File: config.mk
export PLATFORM = sky130hd
export DESIGN_NAME = cam_match_sequencer
export DESIGN_NICKNAME = d
export VERILOG_FILES = /design/src/rtl/cam_match_sequencer.sv
export SDC_FILE = /design/constraint.sdc
export NUM_CORES = 1
export LEC_CHECK = 0
export BUFFER_PORTS_ARGS = -buffer_cell sky130_fd_sc_hd__buf_2
export CORE_UTILIZATION = 25
export DETAILED_ROUTE_END_ITERATION = 12
export GPL_ROUTABILITY_DRIVEN = 0
export PLACE_DENSITY = 0.53
export SYNTH_ARGS = -nofsm -noshare
export SYNTH_HDL_FRONTEND = slang
export SYNTH_SLANG_ARGS = --single-unit
File: constraint.sdc
create_clock -name clk -period 7.5 [get_ports clk]
set_input_delay 1.5 -clock clk [delete_from_list [all_inputs] [get_ports clk]]
set_output_delay 1.5 -clock clk [all_outputs]
set_load 0.01 [all_outputs]
File: src/rtl/cam_match_sequencer.sv
`default_nettype none
// ============================================================================
// Module      : cam_match_sequencer
// Description : Serialises a multi-hot CAM match vector into binary row indices,
//               lowest row first, with match count, miss result and drop flag.
// Revision    : 1.0 - initial release
// ============================================================================
module cam_match_sequencer #(
    parameter int ROWS   = 8,
    parameter int ADDR_W = $clog2(ROWS)
) (
    input  logic              clk,
    input  logic              rst,
    input  logic [ROWS-1:0]   decoded_match_address,
    input  logic              match_valid,
    output logic              in_ready,
    output logic              out_valid,
    input  logic              out_ready,
    output logic [ADDR_W-1:0] out_addr,
    output logic              out_miss,
    output logic              out_last,
    output logic [ADDR_W:0]   match_count,
    output logic              drop_err
);

    typedef enum logic [1:0] {
        ST_IDLE  = 2'd0,
        ST_DRAIN = 2'd1,
        ST_MISS  = 2'd2
    } state_t;

    state_t            r_state;
    state_t            w_state_nxt;
    logic [ROWS-1:0]   r_pending;
    logic [ADDR_W:0]   r_match_count;
    logic              r_drop_err;

    logic              w_accept;
    logic              w_found;
    logic [ADDR_W-1:0] w_low_idx;
    logic [ROWS-1:0]   w_low_onehot;
    logic              w_single;
    logic [ADDR_W:0]   w_popcount;

    assign w_accept = match_valid && (r_state == ST_IDLE);

    // Priority pick of the lowest pending row
    always_comb begin
        w_low_idx = '0;
        w_found   = 1'b0;
        for (int i = 0; i < ROWS; i++) begin
            if (r_pending[i] && !w_found) begin
                w_low_idx = ADDR_W'(i);
                w_found   = 1'b1;
            end
        end
    end

    always_comb begin
        w_popcount = '0;
        for (int i = 0; i < ROWS; i++) begin
            w_popcount = w_popcount + {{ADDR_W{1'b0}}, decoded_match_address[i]};
        end
    end

    assign w_low_onehot = r_pending & (~r_pending + ROWS'(1));
    assign w_single     = (r_pending != '0) && ((r_pending & (r_pending - ROWS'(1))) == '0);

    always_comb begin
        w_state_nxt = r_state;
        case (r_state)
            ST_IDLE: begin
                if (w_accept) begin
                    w_state_nxt = (decoded_match_address != '0) ? ST_DRAIN : ST_MISS;
                end
            end
            ST_DRAIN: begin
                if (out_ready && w_single) begin
                    w_state_nxt = ST_IDLE;
                end
            end
            ST_MISS: begin
                if (out_ready) begin
                    w_state_nxt = ST_IDLE;
                end
            end
            default: w_state_nxt = ST_IDLE;
        endcase
    end

    always_ff @(posedge clk) begin
        if (!rst) begin
            r_state       <= ST_IDLE;
            r_pending     <= '0;
            r_match_count <= '0;
            r_drop_err    <= 1'b0;
        end else begin
            r_state <= w_state_nxt;
            if (w_accept) begin
                r_pending     <= decoded_match_address;
                r_match_count <= w_popcount;
            end else if ((r_state == ST_DRAIN) && out_ready) begin
                r_pending <= r_pending & ~w_low_onehot;
            end
            if (match_valid && (r_state != ST_IDLE)) begin
                r_drop_err <= 1'b1;
            end
        end
    end

    // Outputs decode from registered state only, so they stay stable under backpressure
    assign in_ready    = (r_state == ST_IDLE);
    assign out_valid   = (r_state != ST_IDLE);
    assign out_miss    = (r_state == ST_MISS);
    assign out_addr    = (r_state == ST_DRAIN) ? w_low_idx : '0;
    assign out_last    = ((r_state == ST_DRAIN) && w_single) || (r_state == ST_MISS);
    assign match_count = r_match_count;
    assign drop_err    = r_drop_err;

endmodule
`default_nettype wire

==> impl_metrics.yaml, run 1 <==
detailed_routing:
  drtIter0Drc: 19
  vias: 968
  via_per_inst: 4.768
  post_drt_wl_per_cell_um: 12.30
  drt.antenna.violating_nets: 0
  drt_pass1_iterations: 4
  drt_wl_total_mm: 2.496
  drc_errors: 0
sta:
  tightest_slew_ps: 859.4
  max_freq_mhz: 250.8
  fin_skew_ps: 9.200
  setup_viol: 0
  rsz0062_at_grt: "no"
  fin_ws_ps: 3513
  tns_ps: 0
  period_minus_slack_ps: 3987
  fin_crit_sh: 0.5316
  hold_violations: 0
  slew_headroom: 0.4245
  drv_slew: 0
  whs_ps: 463.0
floorplanning:
  die_area_um2: 4560
  core_um2: 4058
  fp.dieH_um: 67.53
  io_pins: 24
  die-width_um: 67.53
  num_rows: 23
  start_util: 0.2646
clock_tree:
  root_buffer: "clkbuf_8"
  cts_buffer_depth: 2
  ctsResizeCount: 0
  path_clk_slew_ps: 70
  cts.sinks: 15
  cts_tree: "built"
  cts_setup_buffers: 0
  cts-htree-levels: 1
  insertion_delay_ps: 250
  cts_hold_buf: 0
  cts_buffers: 3
global_route:
  globalRouteMet1Util: 0.1651
  met3_usage: 0.02027
  grtUsageTotal: 0.1248
  grt-ovfl-total: 0
  grt_pass1_wl_mm: 4.367
  grt_pass1_vias: 937
  grt_antenna_before_repair: 0
  grt_max_degree: 17
  grt_busiest_layer: "met2"
  grt.met2_usage: 0.2042
critical_path:
  critPathArrivalTime_ps: 4160
  critPathRequiredTime_ps: 7680
  end_kind: "register"
  reg2reg_depth: 4
  path_class: "input pin to register"
  cp-startpoint: "decoded_match_address[0]"
  r2r_end: "r_pending[3]"
  crit_path_max_fanout: 3
  r2r-start: "r_state[0]"
  r2r_slack_ps: 5680
  critPathLaunchType: "input pin"
yosys:
  yosys_warnings: 0
  syn_area_per_cell_um2: 8.258
  syn_area_um2: 1074
  ys_seq_elements: 15
  netlist-cell-type-count: 43
  syn-num-nets: 150
  syn_inst: 130
  synth_edf_count: 0
  seq_area_frac_synth: 0.2797
  synth_top_flop_cell: "dfxtp_1"
  async_flop_share: 0
placed_design:
  placed_cell_area_um2: 1221
  io_buffers: 23
  post-place-ws_ps: 3252
  dp_hpwl_mm: 1.910
finish:
  drive_above_1_share: 0.2222
  nets: 174
  area_delta_synth_final_pct: 18.07
  diodes: 0
  final_cell_area_um2: 1267
min_path:
  min_from: "match_count[3]"
  hp-class: "register to register"
  holdPathEnd: "match_count[3]"
  hold_depth: 2
power_and_ir_drop:
  power_density_nw_per_um2: 229.9
  power_uw: 291.3
  ir_drop_mv: 0.07174
  leakage_uw: 0.0005635
flow_run:
  max_cap_violations: 0
outcome:
  status: "finished clean"
[flip-flops by register name, summed over array words and instances, names as in the netlist]
name         count
match_count      4
drop_err         1
r_state          2
r_pending        8
[worst max-delay path by stage]
stage	endpoint	slack, ps	depth (start not counted)
after floorplan	match_count[2]	3520	11
after global placement	match_count[2]	3300	12
after detailed placement	match_count[2]	3250	12
after CTS	match_count[2]	3500	12
after global routing	match_count[2]	3310	12
final	match_count[2]	3510	12
[final cells by class]
class,count,area (um^2)
Tap cell,50,62.56
Inverter,17,63.81
Clock buffer,3,41.29
Multi-Input combinational cell,94,679.4
Fill cell,436,2790
Clock inverter,1,5.005
Sequential cell,15,300.3
Timing Repair Buffer,23,115.1
[layout by cell type, fill, tap and decap left out, types with 2 or more instances in the layout]
master	netlist	final
o21ai_0	9	9
dfxtp_1	15	15
inv_1	17	17
nand2_1	16	16
a21boi_0	7	7
nor4b_1	3	3
nand3_1	2	2
a21oi_1	5	5
nor4_1	2	2
clkbuf_8	0	3
fa_1	4	4
a22oi_1	2	2
ha_1	4	4
nand2b_1	2	2
nor2b_1	5	5
nor2_1	7	7
buf_2	0	23
[stage by stage]
| step | cells | util |
|---|---|---|
| after floorplan | 130 | - |
| after global routing | 203 | 0.3124 |
| after CTS | 203 | 0.3124 |
| after detailed placement | 199 | 0.3010 |
| final | 203 | 0.3124 |
| after global placement | 199 | 0.3010 |
[where the power goes]
| part | switching, uW | total [uW] | internal, uW | leakage [uW] |
|---|---|---|---|---|
| registers | 17.1 | 108 | 90.9 | 0.000123 |
| clock network | 28.4 | 65.2 | 36.7 | 0.0000255 |
| logic | 65.4 | 118 | 52.8 | 0.000415 |
[worst max-delay path, stage by stage]
cell and delay (ps):
buf_2 120, fa_1 520, inv_1 50, fa_1 490, fa_1 410, inv_1 70
ha_1 150, inv_1 60, fa_1 380, xnor2_1 160, nand2_1 70, a21boi_0 190
[per-layer routing]
layer	share of wire	up-vias	wire length [um]
li1	-	501	-
met1	0.50	441	1244
met2	0.45	22	1114
met3	0.041	4	103
met4	0.014	0	34
met5	0	-	0
[synth_stat cells, drive strengths merged (3+ instances only)]
master | number | area share
nand2 | 16 | 0.056
a21boi | 7 | 0.049
a21oi | 5 | 0.023
nor4b | 3 | 0.024
o21ai | 9 | 0.042
nor2 | 7 | 0.024
fa | 4 | 0.075
ha | 4 | 0.047
inv | 17 | 0.059
dfxtp | 15 | 0.28
nor2b | 5 | 0.029
nor4 | 3 | 0.031
[cell families after synthesis]
kind of cell / count (synthesis) / share of synthesized area
xor+xnor: 1 / 0.008160
simple gates: 49 / 0.2681
buf+inv: 21 / 0.08741
compound gates: 34 / 0.2168
mux: 1 / 0.009324
flops: 15 / 0.2797
fa+ha+maj: 9 / 0.1305
Power figures use the tool's default switching activity.
==> run 2: changes to the inputs <==
==> constraint.sdc (replaced) <==
create_clock -name clk -period 3.8 [get_ports clk]
set_input_delay 0.76 -clock clk [delete_from_list [all_inputs] [get_ports clk]]
set_output_delay 0.76 -clock clk [all_outputs]
set_load 0.01 [all_outputs]
==> run 2 against run 1 <==
Effect of this change: register-to-register slack got worse by 3400 ps; final area rose by 0.49%; worst setup slack got worse by 3000 ps; core utilization rose by 0.15 points; critical path type unchanged; critical endpoint unchanged.
==> impl_metrics.yaml, run 2 (synthesized netlist as in run 1, its figures left out) <==
finish:
  final_common_cell: "buf_2"
  final-seq-area_um2: 300.3
  diodes: 0
  layout_common_cells: "23 x buf_2, 17 x inv_1, 16 x nand2_1"
  area_delta_synth_final_pct: 18.65
  fillers: 443
  nets: 175
  regMostFlops: "r_pending"
  largest_reg_flops: 8
  multi_input_area_um2: 679.4
  final_util: 0.3139
  drive_above_1_share: 0.2208
clock_tree:
  ctsResizeCount: 0
  insertion_delay_ps: 250
  root_buffer: "clkbuf_8"
  cts-htree-levels: 1
  cts_buffer_depth: 2
  cts.sinks: 15
  path_clk_slew_ps: 60
  cts_setup_buffers: 0
  cts_tree: "built"
  cts_hold_buf: 0
  cts_buffers: 3
critical_path:
  r2r_slack_ps: 2230
  critPathLaunchType: "input pin"
  end_kind: "register"
  critPathRequiredTime_ps: 3970
  crit_path_max_fanout: 3
  path_class: "input pin to register"
  critPathArrivalTime_ps: 3450
floorplanning:
  num_rows: 23
  core_um2: 4058
  die-width_um: 67.53
  start_util: 0.2646
  io_pins: 24
  die_area_um2: 4560
  fp.dieH_um: 67.53
detailed_routing:
  drtIter0Drc: 23
  post_drt_wl_per_cell_um: 12.77
  drc_errors: 0
  drt_pass1_iterations: 4
  drt_wl_total_mm: 2.606
  vias: 998
  via_per_inst: 4.892
  drt.antenna.violating_nets: 0
min_path:
  hp-class: "register to register"
global_route:
  grt_antenna_before_repair: 0
  grtUsageTotal: 0.1224
  grt_pass1_vias: 984
  grt_max_degree: 17
  grt-ovfl-total: 0
  grt_pass1_wl_mm: 4.229
power_and_ir_drop:
  power_density_nw_per_um2: 453.8
  power_uw: 578.0
  ir_drop_mv: 0.1410
  leakage_uw: 0.0005659
sta:
  whs_ps: 469.4
  fin_crit_sh: 0.8649
  slew_headroom: 0.7000
  period_minus_slack_ps: 3287
  hold_violations: 0
  setup_viol: 0
  tightest_slew_ps: 446.6
  fin_skew_ps: 2.263
  max_freq_mhz: 304.2
  rsz0062_at_grt: "no"
  tns_ps: 0
  drv_slew: 0
placed_design:
  dp_hpwl_mm: 2.018
  io_buffers: 23
outcome:
  status: "finished clean"
flow_run:
  max_cap_violations: 0
[run 2: path summary, 6_finish.rpt]
kind,start,end,cells past startpoint
max reg2reg,r_pending[0],r_pending[7],4
max,decoded_match_address[0],match_count[2],12
min reg2reg,match_count[0],match_count[0],2
min,match_count[0],match_count[0],2
[run 2: report_power, final]
part | internal, uW | switching [uW] | total, uW
Clock | 74.2 | 54.4 | 129
Sequential | 180 | 34.2 | 214
Combinational | 107 | 129 | 236
[run 2: final cells by class]
cell class | count | share of cell area
timing repair buffer | 24 | 0.09627
multi-input combinational | 94 | 0.5334
clock buffer | 4 | 0.03536
tap | 50 | 0.04912
inverter | 17 | 0.05010
sequential | 15 | 0.2358
[run 2: worst max-delay path, cell delays in order]
cell and delay (ps):
buf_2 130, fa_1 530, inv_1 50, fa_1 500, fa_1 420, inv_1 70
ha_1 170, inv_1 60, fa_1 380, xnor2_1 160, nand2_1 60, a21boi_0 180
[run 2: metrics by stage]
stage | std cells | worst slack, ps | area, um^2
2_1_floorplan | 130 | 557.7 | 1074
3_3_place_gp | 200 | 380.3 | 1229
3_5_place_dp | 200 | 247.7 | 1229
4_1_cts | 204 | 498.6 | 1274
5_1_grt | 204 | 358.7 | 1274
6_report | 204 | 513.2 | 1274
[run 2: layer usage]
layer | global-route usage | vias to the layer above | wire length (um)
met1 | 0.1554 | 462 | 1194
met5 | 0 | - | 0
met4 | 0.05053 | 0 | 52
li1 | - | 501 | -
met2 | 0.1993 | 29 | 1214
met3 | 0.02534 | 6 | 145
